==> config.mk <==
export PLATFORM = sky130hd
export DESIGN_NAME = ula_sequencer_flat
export DESIGN_NICKNAME = d
export VERILOG_FILES = /design/src/rtl/ula_sequencer_if.sv /design/src/rtl/ula_sequencer.sv /design/src/flat_wrapper.sv
export SDC_FILE = /design/constraint.sdc
export NUM_CORES = 1
export LEC_CHECK = 0
export CAP_MARGIN = 20
export CORE_MARGIN = 2
export CORE_UTILIZATION = 35
export DETAILED_ROUTE_END_ITERATION = 16
export PLACE_DENSITY = 0.72
export SLEW_MARGIN = 20
export SYNTH_ARGS = -nofsm -noshare
export SYNTH_HDL_FRONTEND = slang
export SYNTH_SLANG_ARGS = --single-unit
==> constraint.sdc <==
create_clock -name clk -period 2.9 [get_ports clk]
set_clock_uncertainty 0.15 [all_clocks]
set_input_delay 0.58 -clock clk [delete_from_list [all_inputs] [get_ports clk]]
set_output_delay 0.58 -clock clk [all_outputs]
set_load 0.005 [all_outputs]
==> src/rtl/ula_sequencer_if.sv <==
// Unified memory port handshake between the main control FSM and the memory.
// The sequencer issues requests; the memory answers with mem_ready.
interface ula_sequencer_if;
  logic mem_req;
  logic mem_we;
  logic adr_src;
  logic mem_ready;

  modport master (
    output mem_req,
    output mem_we,
    output adr_src,
    input  mem_ready
  );

  modport slave (
    input  mem_req,
    input  mem_we,
    input  adr_src,
    output mem_ready
  );
endinterface

==> src/rtl/ula_sequencer.sv <==
// Multicycle RV32I main control FSM: one datapath step per cycle, memory wait
// states, illegal-opcode trap and a retired-instruction counter.
module ula_sequencer #(
  parameter int INSTRET_W = 32
) (
  input  logic                 clk,
  input  logic                 rst_n,
  ula_sequencer_if.master      mem,
  input  logic [6:0]           opcode,
  input  logic [2:0]           funct3,
  input  logic                 zero,
  output logic                 ir_write,
  output logic                 pc_write,
  output logic                 reg_write,
  output logic [1:0]           ula_src_a,
  output logic [1:0]           ula_src_b,
  output logic [1:0]           ula_op,
  output logic [1:0]           result_src,
  output logic                 illegal,
  output logic [3:0]           state,
  output logic [INSTRET_W-1:0] instret
);

  localparam logic [3:0] S_FETCH   = 4'd0;
  localparam logic [3:0] S_DECODE  = 4'd1;
  localparam logic [3:0] S_MEM_ADR = 4'd2;
  localparam logic [3:0] S_MEM_RD  = 4'd3;
  localparam logic [3:0] S_MEM_WB  = 4'd4;
  localparam logic [3:0] S_MEM_WR  = 4'd5;
  localparam logic [3:0] S_EXEC_R  = 4'd6;
  localparam logic [3:0] S_EXEC_I  = 4'd7;
  localparam logic [3:0] S_ALU_WB  = 4'd8;
  localparam logic [3:0] S_BRANCH  = 4'd9;
  localparam logic [3:0] S_JAL     = 4'd10;
  localparam logic [3:0] S_LUI     = 4'd11;
  localparam logic [3:0] S_TRAP    = 4'd15;

  localparam logic [6:0] OP_LW     = 7'b0000011;
  localparam logic [6:0] OP_SW     = 7'b0100011;
  localparam logic [6:0] OP_R      = 7'b0110011;
  localparam logic [6:0] OP_I      = 7'b0010011;
  localparam logic [6:0] OP_BRANCH = 7'b1100011;
  localparam logic [6:0] OP_JAL    = 7'b1101111;
  localparam logic [6:0] OP_LUI    = 7'b0110111;

  logic [3:0] next_state;
  logic       retire;
  logic       unused_funct3;

  assign unused_funct3 = ^funct3[2:1];

  always_comb begin
    next_state = S_TRAP;
    case (state)
      S_FETCH:   next_state = mem.mem_ready ? S_DECODE : S_FETCH;
      S_DECODE: begin
        case (opcode)
          OP_LW, OP_SW: next_state = S_MEM_ADR;
          OP_R:         next_state = S_EXEC_R;
          OP_I:         next_state = S_EXEC_I;
          OP_BRANCH:    next_state = S_BRANCH;
          OP_JAL:       next_state = S_JAL;
          OP_LUI:       next_state = S_LUI;
          default:      next_state = S_TRAP;
        endcase
      end
      S_MEM_ADR: next_state = (opcode == OP_SW) ? S_MEM_WR : S_MEM_RD;
      S_MEM_RD:  next_state = mem.mem_ready ? S_MEM_WB : S_MEM_RD;
      S_MEM_WB:  next_state = S_FETCH;
      S_MEM_WR:  next_state = mem.mem_ready ? S_FETCH : S_MEM_WR;
      S_EXEC_R:  next_state = S_ALU_WB;
      S_EXEC_I:  next_state = S_ALU_WB;
      S_ALU_WB:  next_state = S_FETCH;
      S_BRANCH:  next_state = S_FETCH;
      S_JAL:     next_state = S_ALU_WB;
      S_LUI:     next_state = S_ALU_WB;
      default:   next_state = S_TRAP;
    endcase
  end

  // An instruction retires on the edge that closes its last state into FETCH.
  assign retire = (state == S_MEM_WB) || (state == S_ALU_WB) ||
                  (state == S_BRANCH) || ((state == S_MEM_WR) && mem.mem_ready);

  always_ff @(posedge clk) begin
    if (!rst_n) begin
      state   <= S_FETCH;
      instret <= '0;
    end else begin
      state <= next_state;
      if (retire)
        instret <= instret + INSTRET_W'(1);
    end
  end

  always_comb begin
    mem.mem_req = 1'b0;
    mem.mem_we  = 1'b0;
    mem.adr_src = 1'b0;
    ir_write    = 1'b0;
    pc_write    = 1'b0;
    reg_write   = 1'b0;
    ula_src_a   = 2'b00;
    ula_src_b   = 2'b00;
    ula_op      = 2'b00;
    result_src  = 2'b00;
    illegal     = 1'b0;
    case (state)
      S_FETCH: begin
        mem.mem_req = 1'b1;
        ula_src_b   = 2'b10;
        result_src  = 2'b10;
        ir_write    = mem.mem_ready;
        pc_write    = mem.mem_ready;
      end
      S_DECODE: begin
        ula_src_a = 2'b01;
        ula_src_b = 2'b01;
      end
      S_MEM_ADR: begin
        ula_src_a = 2'b10;
        ula_src_b = 2'b01;
      end
      S_MEM_RD: begin
        mem.mem_req = 1'b1;
        mem.adr_src = 1'b1;
      end
      S_MEM_WB: begin
        reg_write  = 1'b1;
        result_src = 2'b01;
      end
      S_MEM_WR: begin
        mem.mem_req = 1'b1;
        mem.mem_we  = 1'b1;
        mem.adr_src = 1'b1;
      end
      S_EXEC_R: begin
        ula_src_a = 2'b10;
        ula_op    = 2'b10;
      end
      S_EXEC_I: begin
        ula_src_a = 2'b10;
        ula_src_b = 2'b01;
        ula_op    = 2'b10;
      end
      S_ALU_WB: reg_write = 1'b1;
      S_BRANCH: begin
        ula_src_a = 2'b10;
        ula_op    = 2'b01;
        pc_write  = zero ^ funct3[0];
      end
      // Jump target comes from ALUOut while the ULA forms the link value.
      S_JAL: begin
        pc_write  = 1'b1;
        ula_src_a = 2'b01;
        ula_src_b = 2'b10;
      end
      S_LUI: begin
        ula_src_a = 2'b11;
        ula_src_b = 2'b01;
      end
      S_TRAP:  illegal = 1'b1;
      default: ;
    endcase
    if (!rst_n) begin
      mem.mem_req = 1'b0;
      mem.mem_we  = 1'b0;
      ir_write    = 1'b0;
      pc_write    = 1'b0;
      reg_write   = 1'b0;
      illegal     = 1'b0;
    end
  end

endmodule

==> src/flat_wrapper.sv <==
// flat-port wrapper written by rule: the top's interface ports become plain ports
module ula_sequencer_flat 
#(
  parameter int INSTRET_W = 32
)
  (clk, rst_n, opcode, funct3, zero, ir_write, pc_write, reg_write, ula_src_a, ula_src_b, ula_op, result_src, illegal, state, instret, mem_mem_req, mem_mem_we, mem_adr_src, mem_mem_ready);
  ula_sequencer_if mem_i ();
  input  logic clk;
  input  logic rst_n;
  input  logic [6:0] opcode;
  input  logic [2:0] funct3;
  input  logic zero;
  output logic ir_write;
  output logic pc_write;
  output logic reg_write;
  output logic [1:0] ula_src_a;
  output logic [1:0] ula_src_b;
  output logic [1:0] ula_op;
  output logic [1:0] result_src;
  output logic illegal;
  output logic [3:0] state;
  output logic [INSTRET_W-1:0] instret;
  output wire logic [$bits(mem_i.mem_req)-1:0] mem_mem_req;
  output wire logic [$bits(mem_i.mem_we)-1:0] mem_mem_we;
  output wire logic [$bits(mem_i.adr_src)-1:0] mem_adr_src;
  input wire logic [$bits(mem_i.mem_ready)-1:0] mem_mem_ready;
  assign mem_mem_req = mem_i.mem_req;
  assign mem_mem_we = mem_i.mem_we;
  assign mem_adr_src = mem_i.adr_src;
  assign mem_i.mem_ready = mem_mem_ready;
  ula_sequencer #(.INSTRET_W(INSTRET_W)) u_core (.clk(clk), .rst_n(rst_n), .mem(mem_i), .opcode(opcode), .funct3(funct3), .zero(zero), .ir_write(ir_write), .pc_write(pc_write), .reg_write(reg_write), .ula_src_a(ula_src_a), .ula_src_b(ula_src_b), .ula_op(ula_op), .result_src(result_src), .illegal(illegal), .state(state), .instret(instret));
endmodule
=== Yosys cells after proc, flatten, opt, wreduce, memory -nomap -nowiden ===
Cells that the tools add are included.

* Logic and storage cells: 62
* Output and inout bits: 51
* Input port bits: 14
* Register bits after elaboration: 36

* Multiplexer cells: 23
* Bitwise operators: 1
* Eq/ne operators: 19
* Reduce and logical (&&, ||, !) cells: 16
* Add/subtract/negate cells: 1

{| class="wikitable"
|+ Operator list
! kind !! number
|-
| $add 32x1->32 const B || 1
|-
| $pmux 4 s7 || 1
|-
| $pmux 4 s6 || 1
|-
| $eq 7x6->1 const B || 3
|-
| $eq 4x4->1 const B || 5
|-
| $eq 4x3->1 const B || 4
|-
| $eq 7x7->1 const B || 2
|-
| $mux 1 || 13
|-
| $pmux 2 s2 || 3
|-
| $reduce_or 2->1 || 6
|-
| $reduce_or 4->1 || 3
|-
| $mux 3 || 3
|-
| $eq 4x2->1 const B || 2
|-
| $eq 7x2->1 const B || 1
|-
| $eq 7x5->1 const B || 1
|-
| $pmux 2 s3 || 1
|-
| $reduce_or 3->1 || 2
|-
| $eq 4x1->1 const B || 1
|-
| $logic_not 4->1 || 1
|-
| $logic_or 1x1->1 || 3
|-
| $pmux 1 s3 || 1
|-
| $logic_and 1x1->1 || 1
|-
| $xor 1x1->1 || 1
|}

=== Longest topological paths before layout ===
* Depth after elaboration: 4
* Mapped depth: 7
* Gate-level depth less buffers: 6

=== Least setup slack after synthesis ===
No wires, ideal clock.

* Path type: register -> register
* From: register u_core.instret[0]
* To: register u_core.instret[26]
* Cell stages (with the launch flop): 7
* Buffers on the path: 0
* Clock period less this slack: 2,110 ps
* Data required time: 2,679 ps
* Arrival time: 1,890 ps
* Path slack: 790 ps
* Setup time: 71 ps
* Cells stage by stage: dfxtp_1 -> ha_1 -> nor2b_1 -> nand4_1 -> or4_4 -> or3_1 -> a21oi_1

* Cells in the longest elaborated chain, start to end: 1

{| class="wikitable"
|+ RTL lines
! item !! line !! source
|-
| start, declared || ula_sequencer.sv:21 || <nowiki>output logic [INSTRET_W-1:0] instret</nowiki>
|-
| start signal, assigned || ula_sequencer.sv:92 || <nowiki>instret <= instret + INSTRET_W'(1);</nowiki>
|-
| $add 32x1->32 || ula_sequencer.sv:92 ||
|}

No other way between the ends.
A chain may end at the register's enable or synchronous reset.

=== Final worst setup path ===
* From: input zero
* To: output pc_write

* Cells in the longest elaborated chain, start to end: 3

{| class="wikitable"
|+ RTL lines
! item !! line !! source
|-
| start, declared || flat_wrapper.sv:12 || <nowiki>input logic zero;</nowiki>
|-
| $xor 1x1->1 || ula_sequencer.sv:150 || <nowiki>pc_write = zero ^ funct3[0];</nowiki>
|-
| $pmux 1 s3 || ula_sequencer.sv:108 || <nowiki>case (state)</nowiki>
|-
| $mux 1 || ula_sequencer.sv:165 || <nowiki>if (!rst_n) begin</nowiki>
|-
| end, declared || flat_wrapper.sv:14 || <nowiki>output logic pc_write;</nowiki>
|}

No other way between the ends.

==> results.md <==
Detailed routing:
- The residual antenna-violating net count after detailed routing is 0.
- The routed length per instance is 13.00 um.
- The number of vias after detailed routing is 2138.
- After detailed routing, the number of remaining DRC violations is 0.
- Wires add up to 5368 um.
- The first detailed-routing pass took 4 iterations.
- Using the TritonRoute via totals, the vias-per-cell ratio works out to 5.177.
- The starting DRC count in detailed routing is 132.

Synthesis:
- Of all flip-flops after synthesis, the portion carrying an async set or reset was 0.
- The cell area after technology mapping is 0.002165 mm^2.
- The synthesized design contains 36 register bits.
- The share of synthesized area in the top cell type comes to 0.3329.
- In the post-synthesis netlist, the biggest area contributors are sky130_fd_sc_hd__dfxtp_1, sky130_fd_sc_hd__xnor2_1, sky130_fd_sc_hd__nor2_1.
- The mean instance size in the synthesized netlist is 8.017 um^2.
- For this run, the register share of the synthesized area comes to 0.3329.
- The post-synthesis net count is 285.
- The count of yosys warnings during synthesis is 0.
- The synthesized design contains 0 enable-type register cells.
- For this run, the leading register cell type out of synthesis is sky130_fd_sc_hd__dfxtp_1.
- The number of library cell types mapped by synthesis is 45.
- The cell taking the most area after synthesis is sky130_fd_sc_hd__dfxtp_1.
- By count the netlist is led by sky130_fd_sc_hd__dfxtp_1, sky130_fd_sc_hd__nor2_1, sky130_fd_sc_hd__nand2_1.
- After technology mapping, the gate count stands at 270.

Clock network:
- The count of instances resized after the clock tree is built is 0.
- After clock tree synthesis, the clock-pin slew on the worst setup and hold paths is 0.07 ns.
- The clock latency reported for the late side of the worst-skew pair is 0.28 ns.
- Counting every sink on the clock net gives 36.
- The post-CTS setup buffer count is 0.
- Buffers inserted during clock tree synthesis total 5.
- The H-tree was split into 2 levels.
- The TritonCTS clock tree is done.
- The root buffer cell chosen for the clock tree is sky130_fd_sc_hd__clkbuf_8.
- Counting along the longest clock path gives a buffer depth of 2.
- The cts-stage hold buffer count is 0.

Placement:
- OpenSTA, run right after detailed placement, puts the worst setup slack at 0.09220 ns.
- Routability-driven placement finished with a final weighted congestion of 0.8559.
- The number of placed instances with taps included is 406.
- Detailed placement ended at an HPWL of 4103 um.
- Buffers placed on the I/O ports in this run total 62.

Critical path:
- The critical path starts at zero.
- The most prevalent standard cell on the critical path is sky130_fd_sc_hd__clkdlybuf4s50_1.
- The critical-path cell with the highest stage delay is sky130_fd_sc_hd__clkdlybuf4s50_1.
- The required time of the critical path is 2.17 ns.
- In this design, the stage delay of the slowest critical-path cell is 0.53 ns.
- The critical path in this run is classified as in2out.
- The family with the most delay on the worst path is buffers and inverters.
- The data arrival time of the worst path is 2.09 ns.
- The sort of element at the start of the critical path is a primary input.
- The kind of end point of the critical path is an output pin.
- The critical path goes through clkdlybuf4s50_1 > xor2_1 > a21oi_1 > nor2_1 > a31oi_1 > nor3_1 > clkdlybuf4s50_1.
- The startpoint of the worst-slack reg-to-reg timing path is u_core.state[1].
- The count of buffering cells on the critical path with inverters included is 2.
- Along the worst path, the maximum fanout reaches 1.

STA:
- Setup repair after global routing left no endpoint under its margin.
- The worst slew margin relative to its limit is 0.6680.
- Setup violations remaining at the end of the flow were counted as 0.
- The period utilization is 0.9715.
- The final-report max-slew violation count is 0.
- The number of failing hold endpoints at the final stage was 0.
- The shortest clock period the worst path allows after layout is 2.817 ns.
- Across all setup checks in the final design, the least slack found is 0.08260 ns.
- The final setup TNS is 0 ns.
- At the pin with the least slew margin, the transition time is 0.4972 ns.
- The maximum clock rate is 354.9 MHz.

Global routing:
- The leftover overflow at the end of global routing is 0.
- The number of global-route vias before repair is 1861.
- The first-pass GRT wire length is 8976 um.
- Entering global routing, the biggest net connects 20 pins.
- In the global route stage, overall resource usage came out at 0.1646.
- The number of antenna violations at the first check in global routing came to 0.

Power and ir drop:
- The leakage power is 0.001056 uW.
- The power after layout is 1865 uW.
- For this design the ratio of total power to cell area is 620.0 mW/mm^2.
- The worst-case IR drop observed on VDD is 0.3110 mV.

Floorplanning:
- The floorplan has 28 rows.
- The vertical die dimension is 82.64 um.
- During I/O placement, the number of pins put on the boundary was 65.
- The total core area is 0.005956 mm^2.
- The starting density of the core is 0.3634.
- The die footprint is 0.006829 mm^2.
- The horizontal die dimension is 82.64 um.

Finish:
- The area growth from synthesis to layout is 38.96%.
- Once layout is complete, the utilization of the core stands at 0.5050.
- 0 antenna diodes ended up in the layout.
- For this run, the number of standard cells in the final layout without fillers is 413.
- The count of nets after finishing is 353.
- The fraction of final layout cells with drive strength greater than 1 is 0.09467.

Worst hold path:
- The class of the tightest hold or removal check is reg2reg.
- The start point of the worst hold path is u_core.instret[31].

Run status:
- The run finished with clean final reports.

Flow run:
- The number of maximum-capacitance constraint violations is 0.
flip-flops by register name, indices dropped and copies added (netlist names):
signal and cells:
u_core.instret 32, u_core.state 4
area by class of cell:
cell class	instances	area (um^2)
multi-input combinational	214	1360
sequential	36	720.7
timing repair buffer	74	710.7
inverter	7	26.28
fill	588	2948
tap	75	93.84
clock buffer	7	96.34
stage by stage:
step	hold slack, ns	instance area [um^2]
final	0.3298	3008
after global routing	0.3707	3008
after CTS	0.3297	3008
after detailed placement	0.3183	2912
after global placement	0.3026	2912
after floorplan	0.3123	2165
logic make-up after synthesis:
group | Yosys count | share of synthesized area
simple gates | 147 | 0.3948
compound gates | 36 | 0.1035
flops | 36 | 0.3329
xor+xnor | 25 | 0.1012
buf+inv | 20 | 0.03873
mux | 5 | 0.02312
fa+ha+maj | 1 | 0.005779
layer usage:
layer	part of all wire	vias up	track usage	routed length, um
met3	0.042	5	0.03261	223
met1	0.48	997	0.2358	2587
met2	0.47	46	0.2629	2540
met5	0	-	0	0
li1	-	1090	-	-
met4	0.0032	0	0.01967	17
final timing paths:
path / end / slack [ns] / depth (start not counted)
min: u_core.instret[31] / 0.33 / 2
max reg2reg: u_core.instret[31] / 0.56 / 5
max: pc_write / 0.08 / 7
min reg2reg: u_core.instret[31] / 0.33 / 2
cell usage in the layout (no fill, tap or decap), types with 6 or more instances in the layout:
master	synthesis	layout
sky130_fd_sc_hd__clkdlybuf4s50_1	0	62
sky130_fd_sc_hd__nor2_1	36	36
sky130_fd_sc_hd__dfxtp_1	36	36
sky130_fd_sc_hd__nand2_1	26	26
sky130_fd_sc_hd__xnor2_1	22	22
sky130_fd_sc_hd__nor3_1	15	15
sky130_fd_sc_hd__a21oi_1	14	14
sky130_fd_sc_hd__buf_4	0	12
sky130_fd_sc_hd__o21ai_0	10	10
sky130_fd_sc_hd__nand4_1	8	8
sky130_fd_sc_hd__nand3_1	8	8
sky130_fd_sc_hd__nand2b_1	7	7
sky130_fd_sc_hd__inv_1	7	7
sky130_fd_sc_hd__clkbuf_8	0	7
sky130_fd_sc_hd__nor2b_1	6	6
power breakdown:
part / switching, uW / internal (uW) / leakage [uW]
Sequential: 90.5 / 525 / 0.000291
Clock: 166 / 212 / 0.0000503
Combinational: 419 / 452 / 0.000715
tightest hold or removal path: stages, from the launching register on:
cell and delay, ns:
sky130_fd_sc_hd__dfxtp_1 0.32, sky130_fd_sc_hd__nand2_1 0.06, sky130_fd_sc_hd__mux2i_1 0.06
Power figures use the tool's default switching activity.
